## src/rtl/reorder_buffer_pkg.sv

```systemverilog
// Shared definitions for the reorder buffer: geometry, instruction classes,
// the per-entry payload record and the commit decode helpers.
package reorder_buffer_pkg;

   localparam int ROB_SIZE = 32;
   localparam int TAG_W    = $clog2(ROB_SIZE);

   typedef logic [TAG_W-1:0] rob_tag_t;
   typedef logic [TAG_W:0]   rob_count_t;

   // Instruction class recorded at dispatch.
   typedef enum logic [1:0] {
      TYPE_ALU    = 2'd0,  // ALU op or load
      TYPE_STORE  = 2'd1,
      TYPE_BRANCH = 2'd2,
      TYPE_JUMP   = 2'd3   // jal / jalr
   } rob_type_e;

   // Payload of one entry. Dispatch fills kind/rd/pc/pred,
   // the CDB fills value/taken/target.
   typedef struct packed {
      rob_type_e   kind;
      logic [4:0]  rd;
      logic [31:0] pc;
      logic        pred;
      logic [31:0] value;
      logic        taken;
      logic [31:0] target;
   } rob_entry_t;

   // What retiring one entry does to the rest of the core.
   typedef struct packed {
      logic        reg_write;
      logic        store_release;
      logic        flush;
      logic [31:0] redirect_pc;
   } rob_commit_t;

   // Decode the side effects of retiring entry e.
   function automatic rob_commit_t decode_commit(input rob_entry_t e);
      rob_commit_t c;
      c = '0;
      unique case (e.kind)
         TYPE_ALU: begin
            c.reg_write = (e.rd != 5'd0);
         end
         TYPE_STORE: begin
            c.store_release = 1'b1;
         end
         TYPE_BRANCH: begin
            c.flush       = (e.taken != e.pred);
            c.redirect_pc = e.taken ? e.target : 32'(e.pc + 32'd4);
         end
         TYPE_JUMP: begin
            c.reg_write   = (e.rd != 5'd0);
            c.flush       = (e.taken != e.pred);
            c.redirect_pc = e.target;
         end
         default: c = '0;
      endcase
      return c;
   endfunction

endpackage

```

## src/rtl/reorder_buffer_if.sv

```systemverilog
// Bus between the reorder buffer and its neighbours: dispatch allocation,
// operand queries, CDB writeback and the commit/flush outputs.
// The master side (dispatch, execution units, bench) drives requests;
// the slave side is the reorder buffer itself.
interface reorder_buffer_if;
   import reorder_buffer_pkg::*;

   // Dispatch allocation
   logic        Dispatch_alloc_S;
   rob_type_e   Dispatch_type;
   logic [4:0]  Dispatch_rd;
   logic [31:0] Dispatch_pc;
   logic        Dispatch_pred_taken;
   logic        ROB_full;
   rob_tag_t    ROB_free_pos;

   // Operand forwarding queries
   rob_tag_t    Query1_pos;
   rob_tag_t    Query2_pos;
   logic        Query1_ready;
   logic        Query2_ready;
   logic [31:0] Query1_value;
   logic [31:0] Query2_value;

   // Common data bus writeback
   logic        CDB_S;
   rob_tag_t    CDB_Reorder;
   logic [31:0] CDB_value;
   logic        CDB_taken;
   logic [31:0] CDB_target;

   // Commit, store release and flush
   logic        ROB_write_S;
   logic [4:0]  ROB_rd;
   rob_tag_t    ROB_Reorder;
   logic [31:0] ROB_result;
   logic        ROB_store_S;
   logic        clr;
   logic [31:0] clr_pc;

   modport master (
      output Dispatch_alloc_S, Dispatch_type, Dispatch_rd, Dispatch_pc, Dispatch_pred_taken,
      input  ROB_full, ROB_free_pos,
      output Query1_pos, Query2_pos,
      input  Query1_ready, Query2_ready, Query1_value, Query2_value,
      output CDB_S, CDB_Reorder, CDB_value, CDB_taken, CDB_target,
      input  ROB_write_S, ROB_rd, ROB_Reorder, ROB_result, ROB_store_S, clr, clr_pc
   );

   modport slave (
      input  Dispatch_alloc_S, Dispatch_type, Dispatch_rd, Dispatch_pc, Dispatch_pred_taken,
      output ROB_full, ROB_free_pos,
      input  Query1_pos, Query2_pos,
      output Query1_ready, Query2_ready, Query1_value, Query2_value,
      input  CDB_S, CDB_Reorder, CDB_value, CDB_taken, CDB_target,
      output ROB_write_S, ROB_rd, ROB_Reorder, ROB_result, ROB_store_S, clr, clr_pc
   );

endinterface

```

## src/rtl/reorder_buffer.sv

```systemverilog
// Circular reorder buffer. Allocates entries in program order at the tail,
// captures CDB results out of order, retires one ready entry per cycle from
// the head and raises a one-cycle flush on a branch/jump mispredict.
module reorder_buffer
   import reorder_buffer_pkg::*;
(
   input  logic             clk,
   input  logic             rst,
   input  logic             rdy,
   reorder_buffer_if.slave  rob
);

   // ---------------------------------------------------------------------
   // State
   // ---------------------------------------------------------------------
   rob_tag_t            head_q;
   rob_tag_t            tail_q;
   rob_count_t          count_q;
   logic [ROB_SIZE-1:0] valid_q;
   logic [ROB_SIZE-1:0] ready_q;
   rob_entry_t          entry_q [ROB_SIZE];

   // Registered commit outputs
   logic        write_q;
   logic [4:0]  rd_q;
   rob_tag_t    reorder_q;
   logic [31:0] result_q;
   logic        store_q;
   logic        clr_q;
   logic [31:0] clr_pc_q;

   // Per-cycle decisions
   logic        full;
   logic        alloc_en;
   logic        wb_en;
   logic        commit_en;
   rob_entry_t  head_entry;
   rob_commit_t commit_info;

   // ---------------------------------------------------------------------
   // Control: which of allocate / writeback / commit happen this cycle.
   // During a flush cycle every request is dropped.
   // ---------------------------------------------------------------------
   always_comb begin
      // NOTE: every combinational output gets a default first so no path
      // leaves it unassigned and infers a latch.
      full        = (count_q == rob_count_t'(ROB_SIZE));
      head_entry  = entry_q[head_q];
      commit_info = decode_commit(head_entry);
      alloc_en    = 1'b0;
      wb_en       = 1'b0;
      commit_en   = 1'b0;
      if (!clr_q) begin
         // Full is taken from the count before this cycle's commit, so a
         // slot freed by the retiring entry is not reusable until next cycle.
         alloc_en  = rob.Dispatch_alloc_S && !full;
         wb_en     = rob.CDB_S && valid_q[rob.CDB_Reorder];
         commit_en = (count_q != '0) && valid_q[head_q] && ready_q[head_q];
      end
   end

   // ---------------------------------------------------------------------
   // Pointers, count and per-entry valid/ready flags.
   // ---------------------------------------------------------------------
   always_ff @(posedge clk) begin
      // NOTE: sequential state uses non-blocking assignments so every
      // register samples the pre-edge values regardless of statement order.
      if (rst) begin
         head_q  <= '0;
         tail_q  <= '0;
         count_q <= '0;
         valid_q <= '0;
         ready_q <= '0;
      end else if (rdy) begin
         if (clr_q) begin
            head_q  <= '0;
            tail_q  <= '0;
            count_q <= '0;
            valid_q <= '0;
            ready_q <= '0;
         end else begin
            if (alloc_en) begin
               valid_q[tail_q] <= 1'b1;
               ready_q[tail_q] <= 1'b0;
               tail_q          <= tail_q + 1'b1;
            end
            if (wb_en) begin
               ready_q[rob.CDB_Reorder] <= 1'b1;
            end
            // Retirement is last so it wins over a late writeback to head.
            if (commit_en) begin
               valid_q[head_q] <= 1'b0;
               ready_q[head_q] <= 1'b0;
               head_q          <= head_q + 1'b1;
            end
            unique case ({alloc_en, commit_en})
               2'b10:   count_q <= count_q + 1'b1;
               2'b01:   count_q <= count_q - 1'b1;
               default: count_q <= count_q;
            endcase
         end
      end
   end

   // ---------------------------------------------------------------------
   // Entry payload storage: dispatch fields on allocate, results on CDB.
   // ---------------------------------------------------------------------
   always_ff @(posedge clk) begin
      // NOTE: the payload array is deliberately not reset; valid_q gates
      // every use, so clearing the flags is enough and keeps this a RAM.
      if (rdy && !clr_q) begin
         if (alloc_en) begin
            entry_q[tail_q].kind <= rob.Dispatch_type;
            entry_q[tail_q].rd   <= rob.Dispatch_rd;
            entry_q[tail_q].pc   <= rob.Dispatch_pc;
            entry_q[tail_q].pred <= rob.Dispatch_pred_taken;
         end
         if (wb_en) begin
            entry_q[rob.CDB_Reorder].value  <= rob.CDB_value;
            entry_q[rob.CDB_Reorder].taken  <= rob.CDB_taken;
            entry_q[rob.CDB_Reorder].target <= rob.CDB_target;
         end
      end
   end

   // ---------------------------------------------------------------------
   // Commit outputs: pulses for exactly one cycle after the retiring edge;
   // data fields hold the last retired entry. A mispredicting jump raises
   // its register write together with clr.
   // ---------------------------------------------------------------------
   always_ff @(posedge clk) begin
      if (rst) begin
         write_q   <= 1'b0;
         rd_q      <= '0;
         reorder_q <= '0;
         result_q  <= '0;
         store_q   <= 1'b0;
         clr_q     <= 1'b0;
         clr_pc_q  <= '0;
      end else if (rdy) begin
         write_q <= commit_en && commit_info.reg_write;
         store_q <= commit_en && commit_info.store_release;
         clr_q   <= commit_en && commit_info.flush;
         if (commit_en) begin
            rd_q      <= head_entry.rd;
            reorder_q <= head_q;
            result_q  <= head_entry.value;
            if (commit_info.flush) begin
               clr_pc_q <= commit_info.redirect_pc;
            end
         end
      end
   end

   // ---------------------------------------------------------------------
   // Operand queries: an entry is ready if its result is stored or is on
   // the CDB this very cycle; invalid entries never report ready.
   // ---------------------------------------------------------------------
   always_comb begin
      logic hit1;
      logic hit2;
      hit1 = rob.CDB_S && (rob.CDB_Reorder == rob.Query1_pos);
      hit2 = rob.CDB_S && (rob.CDB_Reorder == rob.Query2_pos);
      rob.Query1_ready = valid_q[rob.Query1_pos] && (ready_q[rob.Query1_pos] || hit1);
      rob.Query2_ready = valid_q[rob.Query2_pos] && (ready_q[rob.Query2_pos] || hit2);
      rob.Query1_value = hit1 ? rob.CDB_value : entry_q[rob.Query1_pos].value;
      rob.Query2_value = hit2 ? rob.CDB_value : entry_q[rob.Query2_pos].value;
   end

   // Status and commit outputs
   assign rob.ROB_full     = full;
   assign rob.ROB_free_pos = tail_q;
   assign rob.ROB_write_S  = write_q;
   assign rob.ROB_rd       = rd_q;
   assign rob.ROB_Reorder  = reorder_q;
   assign rob.ROB_result   = result_q;
   assign rob.ROB_store_S  = store_q;
   assign rob.clr          = clr_q;
   assign rob.clr_pc       = clr_pc_q;

endmodule

```

## src/flat_wrapper.sv

```systemverilog
// flat-port wrapper written by rule: the top's interface ports become plain ports
module reorder_buffer_flat import reorder_buffer_pkg::*;
  (clk, rst, rdy, rob_Dispatch_alloc_S, rob_Dispatch_type, rob_Dispatch_rd, rob_Dispatch_pc, rob_Dispatch_pred_taken, rob_ROB_full, rob_ROB_free_pos, rob_Query1_pos, rob_Query2_pos, rob_Query1_ready, rob_Query2_ready, rob_Query1_value, rob_Query2_value, rob_CDB_S, rob_CDB_Reorder, rob_CDB_value, rob_CDB_taken, rob_CDB_target, rob_ROB_write_S, rob_ROB_rd, rob_ROB_Reorder, rob_ROB_result, rob_ROB_store_S, rob_clr, rob_clr_pc);
  reorder_buffer_if rob_i ();
  input  logic clk;
  input  logic rst;
  input  logic rdy;
  input wire logic [$bits(rob_i.Dispatch_alloc_S)-1:0] rob_Dispatch_alloc_S;
  input wire logic [$bits(rob_i.Dispatch_type)-1:0] rob_Dispatch_type;
  input wire logic [$bits(rob_i.Dispatch_rd)-1:0] rob_Dispatch_rd;
  input wire logic [$bits(rob_i.Dispatch_pc)-1:0] rob_Dispatch_pc;
  input wire logic [$bits(rob_i.Dispatch_pred_taken)-1:0] rob_Dispatch_pred_taken;
  output wire logic [$bits(rob_i.ROB_full)-1:0] rob_ROB_full;
  output wire logic [$bits(rob_i.ROB_free_pos)-1:0] rob_ROB_free_pos;
  input wire logic [$bits(rob_i.Query1_pos)-1:0] rob_Query1_pos;
  input wire logic [$bits(rob_i.Query2_pos)-1:0] rob_Query2_pos;
  output wire logic [$bits(rob_i.Query1_ready)-1:0] rob_Query1_ready;
  output wire logic [$bits(rob_i.Query2_ready)-1:0] rob_Query2_ready;
  output wire logic [$bits(rob_i.Query1_value)-1:0] rob_Query1_value;
  output wire logic [$bits(rob_i.Query2_value)-1:0] rob_Query2_value;
  input wire logic [$bits(rob_i.CDB_S)-1:0] rob_CDB_S;
  input wire logic [$bits(rob_i.CDB_Reorder)-1:0] rob_CDB_Reorder;
  input wire logic [$bits(rob_i.CDB_value)-1:0] rob_CDB_value;
  input wire logic [$bits(rob_i.CDB_taken)-1:0] rob_CDB_taken;
  input wire logic [$bits(rob_i.CDB_target)-1:0] rob_CDB_target;
  output wire logic [$bits(rob_i.ROB_write_S)-1:0] rob_ROB_write_S;
  output wire logic [$bits(rob_i.ROB_rd)-1:0] rob_ROB_rd;
  output wire logic [$bits(rob_i.ROB_Reorder)-1:0] rob_ROB_Reorder;
  output wire logic [$bits(rob_i.ROB_result)-1:0] rob_ROB_result;
  output wire logic [$bits(rob_i.ROB_store_S)-1:0] rob_ROB_store_S;
  output wire logic [$bits(rob_i.clr)-1:0] rob_clr;
  output wire logic [$bits(rob_i.clr_pc)-1:0] rob_clr_pc;
  assign rob_i.Dispatch_alloc_S = rob_Dispatch_alloc_S;
  assign rob_i.Dispatch_type = rob_Dispatch_type;
  assign rob_i.Dispatch_rd = rob_Dispatch_rd;
  assign rob_i.Dispatch_pc = rob_Dispatch_pc;
  assign rob_i.Dispatch_pred_taken = rob_Dispatch_pred_taken;
  assign rob_ROB_full = rob_i.ROB_full;
  assign rob_ROB_free_pos = rob_i.ROB_free_pos;
  assign rob_i.Query1_pos = rob_Query1_pos;
  assign rob_i.Query2_pos = rob_Query2_pos;
  assign rob_Query1_ready = rob_i.Query1_ready;
  assign rob_Query2_ready = rob_i.Query2_ready;
  assign rob_Query1_value = rob_i.Query1_value;
  assign rob_Query2_value = rob_i.Query2_value;
  assign rob_i.CDB_S = rob_CDB_S;
  assign rob_i.CDB_Reorder = rob_CDB_Reorder;
  assign rob_i.CDB_value = rob_CDB_value;
  assign rob_i.CDB_taken = rob_CDB_taken;
  assign rob_i.CDB_target = rob_CDB_target;
  assign rob_ROB_write_S = rob_i.ROB_write_S;
  assign rob_ROB_rd = rob_i.ROB_rd;
  assign rob_ROB_Reorder = rob_i.ROB_Reorder;
  assign rob_ROB_result = rob_i.ROB_result;
  assign rob_ROB_store_S = rob_i.ROB_store_S;
  assign rob_clr = rob_i.clr;
  assign rob_clr_pc = rob_i.clr_pc;
  reorder_buffer u_core (.clk(clk), .rst(rst), .rdy(rdy), .rob(rob_i));
endmodule
```

## config.mk

```make
export PLATFORM = sky130hd
export DESIGN_NAME = reorder_buffer_flat
export DESIGN_NICKNAME = d
export VERILOG_FILES = /design/src/rtl/reorder_buffer_pkg.sv /design/src/rtl/reorder_buffer_if.sv /design/src/rtl/reorder_buffer.sv /design/src/flat_wrapper.sv
export SDC_FILE = /design/constraint.sdc
export NUM_CORES = 2
export LEC_CHECK = 0
export BUFFER_PORTS_ARGS = -buffer_cell sky130_fd_sc_hd__buf_2
export CORE_MARGIN = 2
export CORE_UTILIZATION = 35
export DETAILED_ROUTE_END_ITERATION = 8
export PLACE_DENSITY = 0.48
export SLEW_MARGIN = 15
export SYNTH_ARGS = -nofsm -noshare
export SYNTH_HDL_FRONTEND = slang
export SYNTH_SLANG_ARGS = --single-unit
```

## constraint.sdc

```tcl
create_clock -name clk -period 16.77 [get_ports clk]
set_input_delay 3.354 -clock clk [delete_from_list [all_inputs] [get_ports clk]]
set_output_delay 3.354 -clock clk [all_outputs]
set_load 0.005 [all_outputs]
```

**Word-level counts from Yosys, hierarchy flattened**

Memories as Yosys holds them, arrays and structs flattened. A register that Yosys moved wholly into a read port is not among the register bits.
Cells that the tools add are included.

- Add/sub/neg operators: 5
- $lt $le $gt $ge: 8
- Eq/ne operators: 9
- Mux-type cells: 59
- Bitwise gates (word level): 7
- Reductions and logical operators: 31

Operator list:

| cell | count |
|---|---|
| 32-bit two-way mux | 19 |
| 32-bit bitwise AND | 3 |
| 33-bit case mux with 2 select lines | 1 |
| 32-bit inverter | 2 |
| 32-bit OR | 2 |
| 1-bit binary-select mux with 5-bit select | 7 |
| 32-bit by 3-bit adder with 32-bit output, second input constant | 1 |
| 5-bit by 6-bit less-than comparator with 1-bit output, second input constant | 5 |
| 5-bit two-way mux | 6 |
| 1-bit two-way mux | 21 |
| 1-bit demux with 5-bit select | 3 |
| 5-bit by 1-bit greater-or-equal comparator with 1-bit output, second input constant | 3 |
| 1-bit logical AND | 15 |
| 6-bit case mux with 2 select lines | 1 |
| 5-bit by 1-bit adder with 5-bit output, second input constant | 2 |
| 5-bit equality test | 2 |
| 2-bit AND reduction | 4 |
| 6-bit by 1-bit adder with 6-bit output, second input constant | 1 |
| 2-bit equality test, second input constant | 3 |
| 6-bit equality test, second input constant | 1 |
| 6-bit two-way mux | 1 |
| 6-bit nonzero test | 1 |
| 6-bit by 1-bit subtractor with 6-bit output, second input constant | 1 |
| 5-bit nonzero test | 1 |
| 9 further kinds | 13 |

- Register bits: 157
- Memory bits (writable): 3360
- Input bits: 125
- Output and inout bits: 149
- Word-level logic and storage cells: 132
- Memories kept: 1

Memory list:

| memory | words | width | rd ports | clocked after memory_dff | wr ports | line | RTL |
|---|---|---|---|---|---|---|---|
| u_core.entry_q | 32 | 105 | 3 | 1 | 2 | reorder_buffer.sv:21 | `rob_entry_t entry_q [ROB_SIZE];` |

**Depth between registers and ports, before layout**

- Word-level depth: 18
- Gate-level depth with buffers: 23
- Gate-level depth less buffers: 16

**Least setup slack after synthesis**

Ideal clock, no wire load.

- Kind: input port to output port
- From: input rob_Query2_pos[0]
- To: output rob_Query2_ready
- Data arrival time: 5634 ps
- Required time: 13416 ps
- Setup slack: 7782 ps
- Stages on the path: 7
- Buffers on the path: 3
- Path through: clkbuf_1 -> clkbuf_1 -> buf_1 -> mux4_2 -> mux4_2 -> o211ai_1 -> o21ai_0

- Longest elaborated chain between the ends: 4
- Elaborated cells on any way between the ends: 8
- Those cells by class: eq/ne (1); mux (4); reduce/logical (3)

Ends and longest elaborated chain:

| what | line | RTL |
|---|---|---|
| from (decl) | flat_wrapper.sv:16 | `input wire logic [$bits(rob_i.Query2_pos)-1:0] rob_Query2_pos;` |
| 1-bit binary-select mux with 5-bit select / 5-bit equality test (equally long branches) | reorder_buffer.sv:165, reorder_buffer.sv:163 |  |
| 1-bit two-way mux (implied by the code) / 1-bit logical AND (equally long branches) | reorder_buffer.sv:165, reorder_buffer.sv:163 |  |
| 1-bit logical OR | reorder_buffer.sv:165 | `rob.Query2_ready = valid_q[rob.Query2_pos] && (ready_q[rob.Query2_pos] \|\| hit2);` |
| 1-bit logical AND * | reorder_buffer.sv:165 |  |
| to (decl) | flat_wrapper.sv:18 | `output wire logic [$bits(rob_i.Query2_ready)-1:0] rob_Query2_ready;` |

Mark *: on every way between the ends. The rest lies on a longest branch, timed or not. The select of a mux whose other input is x is not followed.

**Worst setup path in the final report**

- From: input rob_Query1_pos[0]
- To: output rob_Query1_ready

- Longest elaborated chain between the ends: 4
- Elaborated cells on any way between the ends: 8
- Those cells by class: eq/ne (1); mux (4); reduce/logical (3)

Ends and longest elaborated chain:

| what | line | RTL |
|---|---|---|
| from (decl) | flat_wrapper.sv:15 | `input wire logic [$bits(rob_i.Query1_pos)-1:0] rob_Query1_pos;` |
| 1-bit binary-select mux with 5-bit select / 5-bit equality test (equally long branches) | reorder_buffer.sv:164, reorder_buffer.sv:162 |  |
| 1-bit two-way mux (implied by the code) / 1-bit logical AND (equally long branches) | reorder_buffer.sv:164, reorder_buffer.sv:162 |  |
| 1-bit logical OR | reorder_buffer.sv:164 | `rob.Query1_ready = valid_q[rob.Query1_pos] && (ready_q[rob.Query1_pos] \|\| hit1);` |
| 1-bit logical AND * | reorder_buffer.sv:164 |  |
| to (decl) | flat_wrapper.sv:17 | `output wire logic [$bits(rob_i.Query1_ready)-1:0] rob_Query1_ready;` |

Marks and branches as above.

==> reports/results.ini <==
[outcome]
status=finished clean

[synthesis]
synth_top_area_share_pct=65.5
async_flop_share_pct=0
synth_seq_area_share_pct=67.6
yosys.area.top_type=edfxtp_1
yosys_warnings=0
yosysUniqueCellTypes=82
synth_edf_count=3360
ys_seq_elements=3522
syn_nets=7489
synth_flop_cell=edfxtp_1
syn_inst=7347
synthesis.area_sq_mm=0.154
netlist_top_cells_area=edfxtp_1 (65%), mux4_2 (24%), dfxtp_1 (2.1%)
synth_area_per_cell_sq_um=21.0

[job]
drv_cap=0

[floorplan]
row_count=243
die_area_sq_mm=0.446
start_util_pct=35.2
core_region_area_sq_mm=0.438
ios=274
fp.dieW_um=668
die_h_um=668

[timing]
fmax_mhz=90.2
hold_slack_ns=0.489
slew_headroom_pct=16.2
setup_violations=0
timing.final.ws_setup_ns=5.69
period_share_pct=66.1
clock_skew_ns=0.0799
hold_viol=0
period_minus_slack_ns=11.08
drv_slew=0
worstMarginPinSlew_ns=1.26
tns_ns=0
rsz0062_at_grt=no

[routing]
antenna_left=0
drtPass1Iterations=6
num_vias=82200
drtIter0Drc=9189
viasPerCell=5.92
drc=0
wirelength_um=503000
routedWlPerCell_um=36.3

[grt]
grt_max_degree=124
use_met3_pct=3.20
grt_usage_pct=22.3
overflow=0
grt_pass1_wl_um=695000
antenna_found_initial=71
globalRoute.busiestLayer=met2
grt_util_met2_pct=36.8
grtUsageMet1_pct=30.9
grt_pass1_vias=84400

[clock_tree]
cts_tree=done
postCtsSetupBuffers=0
clock_sinks=3522
cts_buffers=396
clkLatencyLatePin_ns=0.98
clockRootBuffer=clkbuf_16
clk_path_buf_depth=4
postCtsHoldBufs=0
cts_max_level=5
clkTransAtPathRegs_ns=0.06
cts_resized=0

[setup_path]
cp_top_family=buffers and inverters
path_buf_inv=4
crit_chain=buf_8, buf_4, buf_4, xor2_1, nor4_1, and3_4, o21ai_0, o21ai_0, buf_2
critPathRequiredTime_ns=13.42
cpMaxStageDelayCell=and3_4
cp-start-kind=input port
worstSetupPathType=input port to output pin
crit_arrival_ns=7.73
endpoint_kind=output pin
max_stage_delay_ns=0.78
worst-path-max-fanout=66

[power]
total_power_mw=18.8
p_per_area_mw_per_mm2=107
vdd_ir_drop_max_v=0.0000806
power.leakage_nw=53.1

[finish]
final_common_cell=edfxtp_1
areaGrowthSynthToFinish_pct=13.7
final_cell_mix=edfxtp_1 (3360), mux4_2 (1636), clkbuf_16 (401)
drive_above_1_share_pct=35.1
n_fill_cell=38700
multiInputGateArea_sq_mm=0.0478
final_cell_area_sq_mm=0.175
regArea_sq_mm=0.104
nets=7812

[placed_design]
place_ws_ns=5.62
routabilityCongestion=0.811
placed_area_sq_mm=0.163
dp_hpwl_um=268000
port_buffers=273

[min_path]
hp-class=flip-flop to flip-flop

[power by group]
part	internal [mW]	switching (mW)	total (mW)
registers	9.63	0.00397	9.64
logic	0.224	0.397	0.621
clock network	4.92	3.61	8.52
[logic make-up after synthesis]
group	after synthesis	share of synthesized area, %
buffers and inverters	566	1.74
AO/OA/AOI/OAI	595	2.45
multiplexers	1919	25.8
AND/OR/NAND/NOR	710	2.21
adder cells (fa/ha/maj)	17	0.138
flip-flops	3522	67.6
XOR/XNOR	18	0.102
[flip-flops by register name, summed over array words and instances (netlist names), named ones only]
| name | flops |
|---|---|
| u_core.count_q | 6 |
| u_core.entry_q | 3360 |
| u_core.head_q | 5 |
| u_core.ready_q | 32 |
| u_core.rob.ROB_Reorder | 5 |
| u_core.rob.ROB_free_pos | 5 |
| u_core.rob.ROB_rd | 5 |
| u_core.rob.ROB_result | 32 |
| u_core.rob.ROB_store_S | 1 |
| u_core.rob.ROB_write_S | 1 |
| u_core.rob.clr | 1 |
| u_core.rob.clr_pc | 32 |
| u_core.valid_q | 32 |
[synthesized netlist by cell type (all sizes together) (44+ instances only)]
| cell type | number |
|---|---|
| o21ai | 205 |
| o22ai | 44 |
| mux2i | 265 |
| clkbuf | 256 |
| nor2 | 197 |
| edfxtp | 3360 |
| nand2 | 261 |
| dfxtp | 162 |
| mux4 | 1640 |
| a211oi | 45 |
| o211ai | 44 |
| buf | 285 |
| a22oi | 55 |
| a21oi | 98 |
| nand3 | 48 |
[per-layer routing]
metal | part of all wire [%] | vias to the layer above
met5 | 0.030 | -
met4 | 3.0 | 24
met3 | 5.9 | 821
met2 | 49 | 3085
met1 | 42 | 45800
li1 | - | 32500
[worst reg2reg max path: stages, from the launching register on]
cell,delay [ns]
dfxtp_4,0.78
buf_4,0.77
buf_12,0.61
buf_4,1.02
mux4_1,0.47
nand2b_1,0.07
a311oi_1,0.51
o21ai_1,0.34
nor4_2,1.10
a31oi_1,0.20
a311oi_1,0.97
a21oi_1,0.19
[per-stage QoR]
stage | cells | util, %
final | 13900 | 40.0
after global routing | 13900 | 40.0
after global placement | 13200 | 37.1
after detailed placement | 13200 | 37.1
after CTS | 13900 | 40.0
after floorplan | 7347 | -
[final timing paths]
kind / start / depth (start not counted) / end / slack (ns)
setup / recovery: rob_Query1_pos[0] / 9 / rob_Query1_ready / 5.69
setup reg to reg: flip-flop / 11 / u_core.rob.clr_pc[13] / 9.59
hold / removal: u_core.rob.ROB_write_S / 2 / u_core.rob.ROB_write_S / 0.49
hold reg to reg: u_core.rob.ROB_write_S / 2 / u_core.rob.ROB_write_S / 0.49
[layout make-up]
type / count / area share, %
well taps: 5880 / 4.20
repair buffers: 466 / 1.82
diodes: 13 / 0.0186
clock inverters: 237 / 1.25
flip-flops and latches: 3522 / 59.4
multi-input cells: 3259 / 27.3
clock buffers: 487 / 5.97
inverters: 25 / 0.0621
(Power assumes the default switching activity.)
